File: config.mk
export PLATFORM = sky130hd
export DESIGN_NAME = key_debounce
export DESIGN_NICKNAME = d
export VERILOG_FILES = /design/src/rtl/key_debounce_pkg.sv /design/src/rtl/key_debounce_cell.sv /design/src/rtl/key_debounce.sv
export SDC_FILE = /design/constraint.sdc
export NUM_CORES = 1
export LEC_CHECK = 0
export CORE_UTILIZATION = 60
export CTS_BUF_LIST = sky130_fd_sc_hd__clkbuf_4
export DETAILED_ROUTE_END_ITERATION = 7
export DONT_BUFFER_PORTS = 1
export PLACE_DENSITY = 0.76
export SLEW_MARGIN = 20
export SYNTH_ARGS = -nofsm -noshare
export SYNTH_HDL_FRONTEND = slang
export SYNTH_SLANG_ARGS = --single-unit
File: constraint.sdc
create_clock -name clk -period 3 [get_ports clk]
set_input_delay 0.6 -clock clk [delete_from_list [all_inputs] [get_ports clk]]
set_output_delay 0.6 -clock clk [all_outputs]
set_load 0.01 [all_outputs]
File: src/rtl/key_debounce_pkg.sv
`default_nettype none
// +----------------------------------------------------------------------------+
// | key_debounce_pkg : shared state encoding and defaults for key debouncing   |
// | Revision: 1.0                                                              |
// +----------------------------------------------------------------------------+
package key_debounce_pkg;

  // Bit 1 of the state is the debounced "pressed" level.
  typedef logic [1:0] state_t;

  localparam state_t c_ST_UP        = 2'b00;
  localparam state_t c_ST_WAIT_DOWN = 2'b01;
  localparam state_t c_ST_DOWN      = 2'b10;
  localparam state_t c_ST_WAIT_UP   = 2'b11;

  localparam int c_DEBOUNCE_CYCLES_DEFAULT = 500000;

  function automatic int eff_cycles(input int cycles);
    return (cycles < 1) ? 1 : cycles;
  endfunction

endpackage
`default_nettype wire

File: src/rtl/key_debounce_cell.sv
`default_nettype none
// +----------------------------------------------------------------------------+
// | debounce_cell : one pushbutton channel (sync, FSM, counter, pulses)        |
// | Revision: 1.0                                                              |
// +----------------------------------------------------------------------------+
module debounce_cell
  import key_debounce_pkg::*;
#(
  parameter int DEBOUNCE_CYCLES = c_DEBOUNCE_CYCLES_DEFAULT
) (
  input  logic clk,
  input  logic reset,
  input  logic key_n,
  output logic key_level,
  output logic key_press,
  output logic key_release,
  output logic key_toggle
);

  localparam int              c_EFF = eff_cycles(DEBOUNCE_CYCLES);
  localparam int              c_CW  = $clog2(c_EFF + 1);
  localparam logic [c_CW-1:0] c_MAX = c_CW'(c_EFF);

  logic            r_sync1;
  logic            r_sync2;
  state_t          r_state;
  logic [c_CW-1:0] r_count;
  logic            r_press;
  logic            r_release;
  logic            r_toggle;

  state_t          w_state_nxt;
  logic [c_CW-1:0] w_count_nxt;
  logic            w_press;
  logic            w_release;

  always_comb begin
    w_state_nxt = r_state;
    w_count_nxt = r_count;
    case (r_state)
      c_ST_UP: begin
        if (!r_sync2) begin
          w_state_nxt = c_ST_WAIT_DOWN;
          w_count_nxt = c_CW'(1);
        end else begin
          w_count_nxt = '0;
        end
      end
      c_ST_WAIT_DOWN: begin
        if (r_sync2) begin
          w_state_nxt = c_ST_UP;
          w_count_nxt = '0;
        end else if (r_count < c_MAX) begin
          w_count_nxt = r_count + 1'b1;
        end else begin
          w_state_nxt = c_ST_DOWN;
          w_count_nxt = '0;
        end
      end
      c_ST_DOWN: begin
        if (r_sync2) begin
          w_state_nxt = c_ST_WAIT_UP;
          w_count_nxt = c_CW'(1);
        end else begin
          w_count_nxt = '0;
        end
      end
      default: begin
        if (!r_sync2) begin
          w_state_nxt = c_ST_DOWN;
          w_count_nxt = '0;
        end else if (r_count < c_MAX) begin
          w_count_nxt = r_count + 1'b1;
        end else begin
          w_state_nxt = c_ST_UP;
          w_count_nxt = '0;
        end
      end
    endcase
  end

  assign w_press   = (r_state == c_ST_WAIT_DOWN) && (w_state_nxt == c_ST_DOWN);
  assign w_release = (r_state == c_ST_WAIT_UP)   && (w_state_nxt == c_ST_UP);

  // Synchronizer resets to "released" so a held key is re-qualified after reset.
  always_ff @(posedge clk or posedge reset) begin
    if (reset) begin
      r_sync1   <= 1'b1;
      r_sync2   <= 1'b1;
      r_state   <= c_ST_UP;
      r_count   <= '0;
      r_press   <= 1'b0;
      r_release <= 1'b0;
      r_toggle  <= 1'b0;
    end else begin
      r_sync1   <= key_n;
      r_sync2   <= r_sync1;
      r_state   <= w_state_nxt;
      r_count   <= w_count_nxt;
      r_press   <= w_press;
      r_release <= w_release;
      r_toggle  <= r_toggle ^ w_press;
    end
  end

  assign key_level   = r_state[1];
  assign key_press   = r_press;
  assign key_release = r_release;
  assign key_toggle  = r_toggle;

endmodule
`default_nettype wire

File: src/rtl/key_debounce.sv
`default_nettype none
// +----------------------------------------------------------------------------+
// | key_debounce : NUM_KEYS independent active-low pushbutton debouncers       |
// | Revision: 1.0                                                              |
// +----------------------------------------------------------------------------+
module key_debounce
  import key_debounce_pkg::*;
#(
  parameter int NUM_KEYS        = 2,
  parameter int DEBOUNCE_CYCLES = c_DEBOUNCE_CYCLES_DEFAULT
) (
  input  logic                clk,
  input  logic                reset,
  input  logic [NUM_KEYS-1:0] key_n,
  output logic [NUM_KEYS-1:0] key_level,
  output logic [NUM_KEYS-1:0] key_press,
  output logic [NUM_KEYS-1:0] key_release,
  output logic [NUM_KEYS-1:0] key_toggle
);

  for (genvar i = 0; i < NUM_KEYS; i++) begin : g_key
    debounce_cell #(
      .DEBOUNCE_CYCLES(DEBOUNCE_CYCLES)
    ) u_cell (
      .clk        (clk),
      .reset      (reset),
      .key_n      (key_n[i]),
      .key_level  (key_level[i]),
      .key_press  (key_press[i]),
      .key_release(key_release[i]),
      .key_toggle (key_toggle[i])
    );
  end

endmodule
`default_nettype wire

# After elaboration in Yosys (flattened, before gate mapping)
# Cells that the tools add are included.
[word_totals]
reg_bits = 52
word_cells = 62
out_inout_bits = 8
input_bits = 4
[classes]
bitwise_logic = 2
reduce_logical = 8
n_addsub = 2
muxes = 26
n_lt_le_gt_ge = 2
eq_ne = 8
[op_table]
columns = ["operator", "n"]
rows = [
  ["$mux W19", 6],
  ["$pmux W19 S3", 2],
  ["$add A19 B1 Y19 const B", 2],
  ["$lt A19 B19 Y1 const B", 2],
  ["$mux W2", 12],
  ["$eq A2 B2 Y1 const B", 6],
  ["$pmux W2 S3", 2],
  ["$logic_not A2 Y1", 4],
  ["$eq A2 B1 Y1 const B", 2],
  ["$logic_and A1 B1 Y1", 4],
  ["$mux W1", 4],
  ["$xor A1 B1 Y1", 2],
]

# Longest topological paths before layout
[logic_depth]
depth_word = 7
mapped_depth = 5

# Hierarchy
# From an unflattened synthesis, not the netlist that was laid out.
[unflattened]
cells_unflattened = 234
area_unflattened_um2 = 2397.3
[by_module_without_submodules]
columns = ["mod", "area_per_inst_um2", "n_inst", "cells_each"]
rows = [
  ["debounce_cell", 1198.6, 2, 117],
]

# Worst setup path after synthesis
# No wires, ideal clock.
[synth_timing]
path_kind = "register -> register"
startpoint = "register g_key[1].u_cell.r_count[5]"
endpoint = "register g_key[1].u_cell.r_count[17]"
arrival_ps = 1754
path_buffers = 0
path_slack_ps = 1166
path_stages_with_launch = 5
required_time_ps = 2920
setup_ps = 80
period_less_slack_ps = 1834
cell_sequence = "dfrtp_1 > nand4_2 > or4_4 > or4_1 > a21oi_1"
[synth_between]
elab_chain_len = 4
[synth_lines]
columns = ["item", "line", "text"]
rows = [
  ["start, declared", "key_debounce_cell.sv:27", "logic [c_CW-1:0] r_count;"],
  ["start signal, assigned", "key_debounce_cell.sv:99", "r_count <= w_count_nxt;"],
  ["$add A19 B1 Y19 / $lt A19 B19 Y1 (equally long branches)", "-", ""],
  ["$mux W19 *", "key_debounce_cell.sv:53, key_debounce_cell.sv:72", ""],
  ["$mux W19, on equally long branches", "key_debounce_cell.sv:69, key_debounce_cell.sv:50", ""],
  ["$pmux W19 S3 *", "key_debounce_cell.sv:40", "case (r_state)"],
  ["net g_key[1].u_cell.w_count_nxt[17]", "key_debounce_cell.sv:33", "logic [c_CW-1:0] w_count_nxt;"],
]
# The timed path passes the listed nets; every way through them passes the cells marked *.

# Final worst setup path
[layout_timing]
startpoint = "register g_key[0].u_cell.r_count[11]"
endpoint = "register g_key[0].u_cell.r_count[18]"
[layout_between]
elab_chain_len = 4
[layout_lines]
columns = ["item", "line"]
rows = [
  ["start, declared", "key_debounce_cell.sv:27"],
  ["start signal, assigned", "key_debounce_cell.sv:99"],
  ["$add A19 B1 Y19 / $lt A19 B19 Y1 (equally long branches)", "-"],
  ["$mux W19 *", "key_debounce_cell.sv:53, key_debounce_cell.sv:72"],
  ["$mux W19, on equally long branches", "key_debounce_cell.sv:69, key_debounce_cell.sv:50"],
  ["$pmux W19 S3 *", "key_debounce_cell.sv:40"],
  ["net g_key[0].u_cell.w_count_nxt[18]", "key_debounce_cell.sv:33"],
]
# Marks and branches as above.

==> metrics <==
status complete, no violations; peak supply drop 0.404 mV; first-pass GRT wire length 7030 microns; clock sink count 52; Final Max Slew Viols 0; Syn Inst Count 242; drt via density 5.78; CTS resizes 0; initial core utilization 64.3%; I/O pin total 12; final setup vio count 0; critical path launch point type flip-flop; CTS H-tree lvls 2; Num CTS Buffers 5; Pint 818 uW; DRT antenna net count 0; worst flop-to-flop path startpoint g_key[0].u_cell.r_count[11]$_DFF_PP0_; final period utilization 67.4%; Die ar. 4300 sq um; Period minus WS final 2.02 ns; Hold WC Path Type primary input to flip-flop; worst hold start key_n[1]; final core occ 65.8%; sequential area share after synthesis 53.9%; Fmax 495 MHz; Async SR Flop Fraction 100%; clock power share 30.9%; die height 65.6 microns; Psw 269 uW; die width 65.6 microns; GRT Total Usage 21.9%; Seq pwr share 66.0%; hold_buf cts 0; DR DRC count 0; Synth warnings 0; layout cells sized above 1 8.79%; post-synthesis cell type count 37; Hold Fails Final Rpt 0; Synth Area per Inst 10.0 sq um; Reg clk slew, reported paths 0.16 ns; WP data required 3.29 ns; TritonCTS clock tree done; routability cong. 0.792; initial antenna violation count 0; number of global-route vias before repair 1591; final net count 244; largest net degree at the start of global routing 53; Comb pwr share 3.1%; Max Cap Viol 0; Crit. End Element flip-flop; post-synth net total 248; clk_skew 0.0136 ns; Detailed Route Iter0 Violations 88; Via Count 1658; EDFF count, synth 0; grt ovf 0; Max FO, Critical Path 18; routed len/inst 14.0 microns; Slew @ Worst Pin 0.857 ns; Worst Setup SP g_key[0].u_cell.r_count[11]$_DFF_PP0_; CP arrival 2.31 ns; critical path type flip-flop to flip-flop; I/O Buffers 0; final hold slack 0.196 ns; drt pass-1 iters 4; Post-synth top flop dfrtp_1; Area growth syn-to-layout 2.37%; Root Buffer clkbuf_4; setup bufs post-CTS 0; switching portion of total power 24.8%; Slew headroom 42.8%; Seq cells post-synth 52; Core Rows 22; synthesized area 2420 sq um; RSZ-0062 raised after global routing false; Leak 0.000986 uW; Clock Path Buffers 2; final WL 4020 microns; PwrDens 438 nW/um^2; core area 3770 sq um; worst skew pair latency 0.37 ns; Setup TNS 0 ns; DP HPWL 2690 microns; # diodes 0
## cells in the final DEF, fill, tap and decap left out, types with 2 or more instances in the layout
cell type  netlist  final
dfrtp_1         48     48
nor2_1          30     30
nand2_1         16     16
nand3_1         15     15
xnor2_1         15     15
a21oi_1         13     13
o21ai_0         11     11
inv_1           12     11
xor2_1          10     10
nor3_1           8      8
or3_1            8      8
or4_1            5      5
nand4_1          5      5
clkbuf_4         0      5
nor4_1           4      4
dfstp_2          4      4
and4_1           3      3
o31ai_1          3      3
and2_1           2      2
mux2i_1          2      2
ha_1             2      2
inv_6            0      2
## through the flow
stage,power [uW],setup WS [ns],instance area (sq um),std cells
global route,1140,0.774,2480,287
floorplan,756,1.15,2420,242
CTS,1100,0.881,2480,287
global placement,765,1.00,2410,279
finish,1090,0.979,2480,287
detailed placement,765,0.910,2410,279
## area by class of cell
type / instances / area, sq um
flip-flops and latches: 52 / 1310
well taps: 48 / 60.1
clock inverters: 3 / 26.3
inverters: 12 / 46.3
fillers: 303 / 1290
multi-input cells: 167 / 1000
clock buffers: 5 / 37.5
## state kept, by name (all words and copies together) (netlist names)
name,cells
g_key.u_cell.r_count,38
g_key.u_cell.r_state,4
g_key.u_cell.key_press,2
g_key.u_cell.key_release,2
g_key.u_cell.key_toggle,2
g_key.u_cell.r_sync1,2
g_key.u_cell.r_sync2,2
## path summary, 6_finish.rpt
check	endpoint	slack [ns]	cells after the start
worst min register to register	g_key[0].u_cell.r_sync2$_DFF_PP1_	0.37	0
max in group asynchronous	g_key[0].u_cell.r_count[5]$_DFF_PP0_	2.27	1
min in group asynchronous	g_key[0].u_cell.key_press$_DFF_PP0_	0.23	1
worst max-delay path	g_key[0].u_cell.r_count[18]$_DFF_PP0_	0.98	4
worst max register to register	g_key[0].u_cell.r_count[18]$_DFF_PP0_	0.98	4
worst min-delay path	g_key[1].u_cell.r_sync1$_DFF_PP1_	0.20	0
## power by group through the flow
stage          Clock [uW]  Sequential [uW]  Combinational (uW)
6_report              336              718                33.5
4_1_cts               345              718                34.7
2_1_floorplan           0              729                27.3
5_1_grt               379              720                39.0
3_5_place_dp            0              731                34.7
3_3_place_gp            0              730                34.3
## routing by layer
layer  global-route usage (%)  share of wire, %  vias up
li1                         -                 -      825
met5                        0                 0        -
met2                     32.1                43       48
met3                     5.56               5.4        6
met4                     7.07               1.3        0
met1                     31.9                50      779
## critical path, stage by stage, from the launching register on
cell and delay [ns]:
dfrtp_1 0.48, nor4_1 0.30, a311oi_1 0.21, nand3b_1 0.61, a21oi_1 0.33
## cell usage after synthesis, types with 2 or more instances
| cell | count | area [sq um] |
|---|---|---|
| nor3_1 | 8 | 40.0 |
| nand4_1 | 5 | 31.3 |
| buf_4 | 8 | 60.1 |
| and4_1 | 3 | 26.3 |
| dfstp_2 | 4 | 105 |
| clkbuf_1 | 3 | 11.3 |
| or4_1 | 5 | 37.5 |
| inv_1 | 12 | 45.0 |
| mux2i_1 | 2 | 20.0 |
| ha_1 | 2 | 25.0 |
| and2_1 | 2 | 12.5 |
| nor4_1 | 4 | 25.0 |
| o31ai_1 | 3 | 22.5 |
| nand3_1 | 15 | 75.1 |
| a21oi_1 | 13 | 65.1 |
| xor2_1 | 10 | 87.6 |
| xnor2_1 | 15 | 131 |
| o21ai_0 | 11 | 55.1 |
| nor2_1 | 30 | 113 |
| or3_1 | 8 | 50.1 |
| dfrtp_1 | 48 | 1200 |
| nand2_1 | 16 | 60.1 |
## cells by family (layout without fill, tap and decap cells)
family	Yosys count	count (layout)	synth area share, %
and+or+nand+nor	106	106	23.0
DFF	52	52	53.9
AOI/OAI and AO/OA	32	32	7.43
xor gates and xnor gates	25	25	9.03
buffers and inverters	23	20	4.80
adders and majority gates	2	2	1.03
muxes	2	2	0.826
Note: power is estimated with default switching activity, not from simulation.
==> variant (config.mk and constraints unchanged) <==
Register the output `key_press`; this adds one clock of latency there. The other outputs are not delayed to match.
--- a/src/rtl/key_debounce.sv
+++ b/src/rtl/key_debounce.sv
@@ -18,6 +18,8 @@
   output logic [NUM_KEYS-1:0] key_toggle
 );
 
+  logic [NUM_KEYS-1:0] key_press_d;
+
   for (genvar i = 0; i < NUM_KEYS; i++) begin : g_key
     debounce_cell #(
       .DEBOUNCE_CYCLES(DEBOUNCE_CYCLES)
@@ -26,12 +28,16 @@
       .reset      (reset),
       .key_n      (key_n[i]),
       .key_level  (key_level[i]),
-      .key_press  (key_press[i]),
+      .key_press  (key_press_d[i]),
       .key_release(key_release[i]),
       .key_toggle (key_toggle[i])
     );
   end
 
+  always_ff @(posedge clk) begin
+      key_press <= key_press_d;
+  end
+
 endmodule
 `default_nettype wire
 
Formal check against the unedited RTL: same outputs for any inputs over 10 cycles, from zero or initial values and one cycle with reset high; that may be too few to reach the edited logic, so the function may still have changed.
==> variant against the unedited design <==
- sequential power grew 3.6%
- synthesized area grew 1.0%
- highest routed layer unchanged
- global-route usage decreased by 0.60 points
- setup slack about the same
- clock skew up 1.0 ps
- worst hold slack better by 25 ps
- via count is essentially flat
- largest power group unchanged
- sequential cell count increased by 2
- fmax about the same
- routed wire length rose by 1.9%
- first-iteration DRC count rose by 5.7%
- cell area increased by 3.1%
- total power rose by 15%
==> variant: results (changes against the unedited design) <==
Vias in the first global route = 1526 (was 1591)
Mapped Nets = 248 (unchanged)
CTS Buffer Depth = 2 (unchanged)
1st-pass router iterations = 4 (unchanged)
Fin. Hold Viols = 0 (unchanged)
# fillers = 299 (was 303)
Worst slack at placement = 996 ps (was 910 ps)
Seq/Total Area, Yosys = 0.550 (was 0.539)
Final GP Congestion = 0.779 (was 0.792)
DP Area = 2460 um2 (was 2410 um2)
Final Core Density = 0.674 (was 0.658)
Dpl hpwl = 2780 um (was 2690 um)
Relative slew slack = 0.428 (about the same)
Layout cells sized above 1 = 0.0830 (was 0.0879)
Largest net degree at the start of global routing = 53 (unchanged)
Commonest cells in the netlist = dfrtp_1 (48), nor2_1 (30), nand2_1 (16), nand3_1 (15), xnor2_1 (15) (unchanged)
Initial antenna violation count = 0 (unchanged)
Largest cells by area after synthesis = dfrtp_1 (49%), xnor2_1 (5.4%), nor2_1 (4.6%), dfstp_2 (4.3%), xor2_1 (3.6%) (was dfrtp_1 (50%), xnor2_1 (5.4%), nor2_1 (4.6%), dfstp_2 (4.3%), xor2_1 (3.6%))
Max reg flops = 38 (unchanged)
Antenna Cells = 0 (unchanged)
Drt initial violations = 93 (was 88)
Worst endpoint data arrival time = 2320 ps
GRT Total Usage = 0.213 (was 0.219)
Drt drc = 0 (unchanged)
Async SR Flop Fraction = 0.963 (was 1.00)
# port buffers = 0 (unchanged)
WL final = 4090 um (was 4020 um)
Clk_skew = 14.6 ps (was 13.6 ps)
First-pass GRT wire length = 6890 um (was 7030 um)
Worst-Skew Late Latency = 360 ps
Outcome = complete, no violations (unchanged)
Vias per cell = 5.74 (was 5.78)
CP max FO = 7 (was 18)
Reg clk slew, reported paths = 140 ps (was 160 ps)
Flop2flop setup slack = 980 ps (about the same)
H-tree levels = 2 (unchanged)
Ys flop type = dfrtp_1 (unchanged)
CTS root buf = clkbuf_4 (unchanged)
TritonCTS Buffers = 5 (unchanged)
Synth warn = 0 (unchanged)
WHS = 221 ps (was 196 ps)
Peak VDD IR = 0.000404 V (about the same)
Synth unique cells = 38 (was 37)
Biggest regs = g_key.u_cell.r_count (38), g_key.u_cell.r_state (4) (unchanged)
Post-CTS Setup Bufs = 0 (unchanged)
Pleak = 1.02 nW (was 0.986 nW)
F_max = 495 MHz (about the same)
Hold WC Path Type = in2reg (unchanged)
CTS resizes = 0 (unchanged)
==> variant: cell types whose count changed after synthesis <==
cell / change
dfxtp_1: +2
buf_4: -2
==> variant: final timing paths <==
check | from | to | cells after the start
min in group asynchronous | reset | g_key[1].u_cell.r_state[1]$_DFF_PP0_ | 1
hold / removal | key_n[1] | g_key[1].u_cell.r_sync1$_DFF_PP1_ | 0
setup reg to reg | g_key[1].u_cell.r_count[5]$_DFF_PP0_ | g_key[1].u_cell.r_count[17]$_DFF_PP0_ | 4
hold reg to reg | g_key[0].u_cell.key_press$_DFF_PP0_ | key_press[0]$_DFF_P_ | 0
max in group asynchronous | reset | g_key[0].u_cell.r_count[1]$_DFF_PP0_ | 1
setup / recovery | g_key[1].u_cell.r_count[5]$_DFF_PP0_ | g_key[1].u_cell.r_count[17]$_DFF_PP0_ | 4
==> variant: final cells by class <==
type,instances,area share
flip-flops and latches,54,0.526
multi-input cells,167,0.393
clock inverters,3,0.0249
well taps,48,0.0235
inverters,12,0.0181
clock buffers,5,0.0147
==> variant: cell families (layout without fill, tap and decap cells) <==
logic type                 Yosys count  count (layout)  synth area share
xor gates and xnor gates            25              25            0.0894
adders and majority gates            2               2            0.0102
DFF                                 54              54             0.550
muxes                                2               2           0.00818
AOI/OAI and AO/OA                   32              32            0.0736
and+or+nand+nor                    106             106             0.227
buffers and inverters               21              20            0.0414
==> variant: layer usage <==
layer | part of all wire | wire, um | vias up | global-route usage
li1 | - | - | 830 | -
met1 | 0.49 | 2010 | 790 | 0.298
met2 | 0.45 | 1860 | 30 | 0.320
met3 | 0.040 | 162 | 9 | 0.0483
met4 | 0.014 | 59 | 0 | 0.0897
met5 | 0 | 0 | - | 0
==> variant: report_power, final <==
part,internal [mW],total [mW],switching (mW),leakage (nW)
clock network,0.257,0.468,0.211,0.0528
logic,0.00720,0.0339,0.0267,0.246
registers,0.738,0.744,0.00693,0.720
==> variant: critical path: stages (launching register included) <==
cell and delay (ps):
dfrtp_1 500, nand4_2 200, or4_4 590, or4_1 520
a21oi_1 150
==> variant: metrics by stage <==
stage                     cells  power [mW]
after floorplan             242       0.784
after global placement      281       0.792
after detailed placement    281       0.793
after CTS                   289        1.26
after global routing        289        1.29
final                       289        1.25
